[src/rtl/pwm_ramp_if.sv]
// pwm_ramp_if: valid/ready channel carrying a target duty code
interface pwm_ramp_if #(parameter int pDWIDTH = 8);
  logic               cfg_valid;
  logic [pDWIDTH-1:0] cfg_duty;
  logic               cfg_ready;
  modport master (output cfg_valid, cfg_duty, input cfg_ready);
  modport slave (input cfg_valid, cfg_duty, output cfg_ready);
endinterface

[src/rtl/pwm_ramp_ctrl.sv]
// pwm_ramp_ctrl: PWM generator whose duty ramps one code per N periods toward a handshaked target
module pwm_ramp_ctrl #(
  parameter int pWIDTH        = 20,
  parameter int pPERIOD       = 1000_000,
  parameter int pINC          = 20,
  parameter int pDWIDTH       = 8,
  parameter int pSTEP_PERIODS = 4
) (
  input  logic               clk,
  input  logic               rst,
  input  logic               en,
  pwm_ramp_if.slave          cfg,
  output logic               wave,
  output logic               period_tick,
  output logic               busy,
  output logic [pDWIDTH-1:0] duty_cur
);
  localparam int W  = pWIDTH + pDWIDTH;
  localparam int SW = $clog2(pSTEP_PERIODS + 1);
  localparam logic [pWIDTH-1:0] LAST = pWIDTH'(pPERIOD - pINC);
  localparam logic [pWIDTH-1:0] INC  = pWIDTH'(pINC);
  localparam logic [W-1:0]      PER  = W'(pPERIOD);
  typedef enum logic [1:0] {IDLE, STEADY, RAMP} state_t;
  state_t             state, state_nxt;
  logic [pWIDTH-1:0]  cnt;
  logic [SW-1:0]      step_cnt, step_nxt;
  logic [pDWIDTH-1:0] target, tgt_nxt, duty_nxt;
  logic [W-1:0]       thr;
  logic               acc, step;
  assign period_tick = en & (cnt == LAST);
  assign thr = ({{pWIDTH{1'b0}}, duty_cur} * PER) >> pDWIDTH;
  assign acc = cfg.cfg_valid & cfg.cfg_ready;
  always_comb begin
    step     = busy & period_tick & (step_cnt == SW'(pSTEP_PERIODS - 1));
    step_nxt = (!en || !busy || step) ? '0 : step_cnt + SW'(period_tick);
    duty_nxt = !step ? duty_cur : (target > duty_cur) ? duty_cur + pDWIDTH'(1) : duty_cur - pDWIDTH'(1);
    tgt_nxt  = acc ? cfg.cfg_duty : target;
  end
  always_ff @(posedge clk or posedge rst)
    if (rst) state <= IDLE;
    else     state <= state_nxt;
  // Every enabled state settles by comparing the post-edge target and duty
  always_comb begin
    state_nxt = !en ? IDLE : (tgt_nxt != duty_nxt) ? RAMP : STEADY;
  end
  always_comb begin
    busy          = state == RAMP;
    cfg.cfg_ready = en & ~rst & (state != RAMP);
  end
  always_ff @(posedge clk or posedge rst)
    if (rst) begin
      cnt      <= '0;
      step_cnt <= '0;
      target   <= '0;
      duty_cur <= '0;
      wave     <= 1'b0;
    end else begin
      cnt      <= (!en || period_tick) ? '0 : cnt + INC;
      step_cnt <= step_nxt;
      target   <= tgt_nxt;
      duty_cur <= duty_nxt;
      wave     <= en & ((&duty_cur) | ({{pDWIDTH{1'b0}}, cnt} < thr));
    end
endmodule
[src/flat_wrapper.sv]
// flat-port wrapper written by rule: the top's interface ports become plain ports
module pwm_ramp_ctrl_flat 
#(
  parameter int pWIDTH        = 20,
  parameter int pPERIOD       = 1000_000,
  parameter int pINC          = 20,
  parameter int pDWIDTH       = 8,
  parameter int pSTEP_PERIODS = 4
)
  (clk, rst, en, wave, period_tick, busy, duty_cur, cfg_cfg_valid, cfg_cfg_duty, cfg_cfg_ready);
  pwm_ramp_if #(.pDWIDTH(pDWIDTH)) cfg_i ();
  input  logic clk;
  input  logic rst;
  input  logic en;
  output logic wave;
  output logic period_tick;
  output logic busy;
  output logic [pDWIDTH-1:0] duty_cur;
  input wire logic [$bits(cfg_i.cfg_valid)-1:0] cfg_cfg_valid;
  input wire logic [$bits(cfg_i.cfg_duty)-1:0] cfg_cfg_duty;
  output wire logic [$bits(cfg_i.cfg_ready)-1:0] cfg_cfg_ready;
  assign cfg_i.cfg_valid = cfg_cfg_valid;
  assign cfg_i.cfg_duty = cfg_cfg_duty;
  assign cfg_cfg_ready = cfg_i.cfg_ready;
  pwm_ramp_ctrl #(.pWIDTH(pWIDTH), .pPERIOD(pPERIOD), .pINC(pINC), .pDWIDTH(pDWIDTH), .pSTEP_PERIODS(pSTEP_PERIODS)) u_core (.clk(clk), .rst(rst), .en(en), .cfg(cfg_i), .wave(wave), .period_tick(period_tick), .busy(busy), .duty_cur(duty_cur));
endmodule
[config.mk]
export PLATFORM = sky130hd
export DESIGN_NAME = pwm_ramp_ctrl_flat
export DESIGN_NICKNAME = d
export VERILOG_FILES = /design/src/rtl/pwm_ramp_if.sv /design/src/rtl/pwm_ramp_ctrl.sv /design/src/flat_wrapper.sv
export SDC_FILE = /design/constraint.sdc
export NUM_CORES = 1
export LEC_CHECK = 0
export BUFFER_PORTS_ARGS = -buffer_cell sky130_fd_sc_hd__buf_2
export CORE_ASPECT_RATIO = 2
export CORE_MARGIN = 3
export CORE_UTILIZATION = 45
export CTS_BUF_LIST = sky130_fd_sc_hd__clkbuf_4 sky130_fd_sc_hd__clkbuf_8 sky130_fd_sc_hd__clkbuf_16
export CTS_CLUSTER_DIAMETER = 120
export DETAILED_ROUTE_END_ITERATION = 16
export MAX_ROUTING_LAYER = met4
export PLACE_DENSITY = 0.72
export SETUP_SLACK_MARGIN = 0.05
export SYNTH_ARGS = -nofsm -noshare
export SYNTH_HDL_FRONTEND = slang
export SYNTH_SLANG_ARGS = --single-unit
[constraint.sdc]
create_clock -name clk -period 5.51 [get_ports clk]
set_input_delay 0.551 -clock clk [delete_from_list [all_inputs] [get_ports clk]]
set_output_delay 0.551 -clock clk [all_outputs]
set_load 0.01 [all_outputs]
==> out/metrics.csv <==
stage,metric,value,unit
floorplan,Std-Cell Rows,51,
floorplan,boundary pin count,24,
synth,number of synthesized register bits,40,
timing,Fin. Hold Viols,0,
synth,Async SR Flop Fraction,1.00,
synth,Post-Synthesis Cells,483,
critical_path,crit path capture type,register,
critical_path,R2R depth,21,
placement,placed instance area,4810,µm²
run_status,outcome,"complete, no violations",
synth,Post-Syn Area,4510,µm²
critical_path,Reg2Reg Setup Slack,0.37,ns
clocking,CTS tree,yes,
global_route,largest net degree at the start of global routing,41,
timing,Clock Skew,0.00741,ns
critical_path,"Cell Chain, Critical Path","fa_1, ha_1, inv_1, fa_1, fa_1, inv_1, ha_4, a21oi_1, nor2_1, or4_4, nor3_4, o31ai_1, a211o_1, nand2_1, ha_1, a21o_1, a21oi_2, nand2_1, a211oi_2, a31oi_1, o21ai_0",
global_route,Tot GR Track Use,0.207,
critical_path,required time worst endpoint,5.72,ns
critical_path,max incr delay on CP,0.56,ns
critical_path,Crit path arrival time,5.36,ns
cells_and_area,most frequent cells in the layout,"ha_1 (91), inv_1 (62), dfrtp_1 (40), nor2_1 (36)",
placement,IO buf count,23,
synth,Synth Net Count,605,
timing,relative slew slack,0.541,
detailed_routing,Vias,3618,
global_route,global-route wire length before repair,18000,µm
hold_path,Hold Crit Class,in2async,
critical_path,WS Path Type,reg2reg,
synth,number of flops mapped to enable cells by yosys,0,
cells_and_area,Final #Nets,639,
timing,Tcrit/Tclk final,0.934,
synth,Synth Flop Type,dfrtp_1,
critical_path,Worst R2R Start,u_core.duty_cur[2]$_DFF_PP0_,
timing,Hold Slack,0.410,ns
timing,Max Fclk,0.194,GHz
cells_and_area,fin area,5000,µm²
global_route,number of global-route vias before repair,3883,
clocking,Post-CTS Hold Buffers,0,
critical_path,Crit Path Max Fanout,5,
timing,setup violators final,0,
cells_and_area,Finished Layout Cells,650,
power,total power,1.04,mW
critical_path,CP dominant cell by count,fa_1,
cells_and_area,"most common cell after layout, fill and taps aside",ha_1,
clocking,clock buffer depth,2,
clocking,clk slew on worst S/H paths,0.06,ns
clocking,Post-CTS Setup Repair Bufs,0,
floorplan,die width,76.8,µm
synth,top post-synthesis cells by area,"ha_1 (26%), dfrtp_1 (22%), fa_1 (8.0%)",
power,Power Dens Cells,208,nW/µm²
synth,largest area contributor in the netlist,ha_1,
timing,Slew @ Worst Pin,0.688,ns
global_route,initial antenna violation count,0,
synth,post-synthesis sequential area ratio,0.222,
placement,dpl ws,0.0995,ns
floorplan,Die Area,11300,µm²
synth,YS warnings,0,
timing,Setup WS post-layout,0.366,ns
timing,RSZ-0062 raised after global routing,no,
timing,final slew viol count,0,
cells_and_area,layout cell share with drive strength beyond 1,0.104,
detailed_routing,drt wl/cell,16.5,µm
cells_and_area,Area Growth Syn to Fin,11.0,%
detailed_routing,final wirelength,10800,µm
floorplan,starting utilization of the core area,0.462,
synth,Syn Area/Cell,9.33,µm²
floorplan,core area,9760,µm²
cells_and_area,number of diodes,0,
floorplan,Die Y,148,µm
clocking,H-tree Lvls,2,
clocking,post_cts resized,0,
critical_path,R2R Path End,u_core.wave$_DFF_PP0_,
power,Leak Pwr,2.65,nW
job,Max Cap Violations,0,
synth,post-synth cell types,54,
placement,GPL Wtd Cong,0.908,
critical_path,Critical Path Slowest Stage Cell,fa_1,
power,VDD IR max,110,µV
clocking,CTS Sinks,40,
clocking,latest clock arrival within the worst-skew pair,0.29,ns
timing,fin crit period,5.14,ns
detailed_routing,1st-iter DRT viols,95,
placement,hpwl dp,8880,µm
detailed_routing,Post-route DRC,0,
detailed_routing,Final ANT Viol Nets,0,
placement,placed insts,642,
timing,Final TNS setup,0,ns
global_route,total gr overflow,0,
critical_path,startpoint types,register,
detailed_routing,Via-to-Cell Ratio,5.57,
synth,Synth top area share,0.255,
cells_and_area,Util after Layout,0.513,
clocking,TritonCTS Buffers,5,
clocking,root buffer cell,clkbuf_16,
detailed_routing,TritonRoute pass-1 iters,4,
==> sequential cells by signal, summed over array words and instances (netlist names) <==
name	count
u_core.wave	1
u_core.duty_cur	8
u_core.state	2
u_core.step_cnt	3
u_core.target	8
u_core.cnt	18
==> synth_stat cells (3+ instances only) <==
library cell / n
o21ai_0: 13
mux2_2: 5
a21oi_1: 22
nor2b_1: 5
nand3_1: 17
and3_1: 5
xnor2_1: 23
a21o_1: 5
nor2_1: 36
nand3b_1: 4
o21a_1: 5
fa_1: 18
nand2b_1: 5
nand2_1: 19
xor2_1: 19
ha_1: 92
dfrtp_1: 40
a211oi_1: 5
nor3_1: 12
nand4_1: 8
mux2i_1: 9
or4_1: 3
inv_1: 62
or3_1: 3
and2_1: 6
or2_2: 3
==> power by group <==
part	leakage [nW]	internal, mW	switching [mW]	total, mW
sequential	0.521	0.314	0.0193	0.333
combinational	2.05	0.178	0.224	0.402
clock	0.0736	0.185	0.121	0.306
==> routing by layer <==
metal	wire, µm	up-vias	track usage
met5	0	-	-
met1	3720	1758	0.187
met4	639	0	0.119
met3	243	37	0.0280
li1	-	1751	-
met2	6150	72	0.399
==> cell type report <==
type	instances	area, µm²
timing repair buffer	31	175
inverter	62	233
tap	132	165
sequential	40	1000
fill	907	4760
clock buffer	7	146
multi-input combinational	377	3280
clock inverter	1	7.51
==> critical path: cells and delay by family (launching register included) <==
kind | cells | cell delay, ns
adders and majority gates | 6 | 2.35
AOI/OAI and AO/OA | 8 | 1.30
and+or+nand+nor | 5 | 0.88
DFF | 1 | 0.39
buffers and inverters | 2 | 0.12
==> worst max-delay path by stage <==
stage / cells past startpoint / start / slack [ns] / end
6_report: 21 / u_core.duty_cur[2]$_DFF_PP0_ / 0.37 / u_core.wave$_DFF_PP0_
5_1_grt: 21 / u_core.duty_cur[2]$_DFF_PP0_ / 0.06 / u_core.wave$_DFF_PP0_
4_1_cts: 21 / u_core.duty_cur[2]$_DFF_PP0_ / 0.07 / u_core.wave$_DFF_PP0_
3_5_place_dp: 21 / u_core.duty_cur[2]$_DFF_PP0_ / 0.1 / u_core.wave$_DFF_PP0_
3_3_place_gp: 21 / u_core.duty_cur[2]$_DFF_PP0_ / 0.36 / u_core.wave$_DFF_PP0_
2_1_floorplan: 21 / u_core.duty_cur[4]$_DFF_PP0_ / 0.39 / u_core.wave$_DFF_PP0_
==> kinds of logic after synthesis <==
group / synth area share
and+or+nand+nor: 0.160
adders and majority gates: 0.335
AOI/OAI and AO/OA: 0.105
buffers and inverters: 0.0591
xor gates and xnor gates: 0.0866
DFF: 0.222
muxes: 0.0325
(Power assumes the default switching activity.)
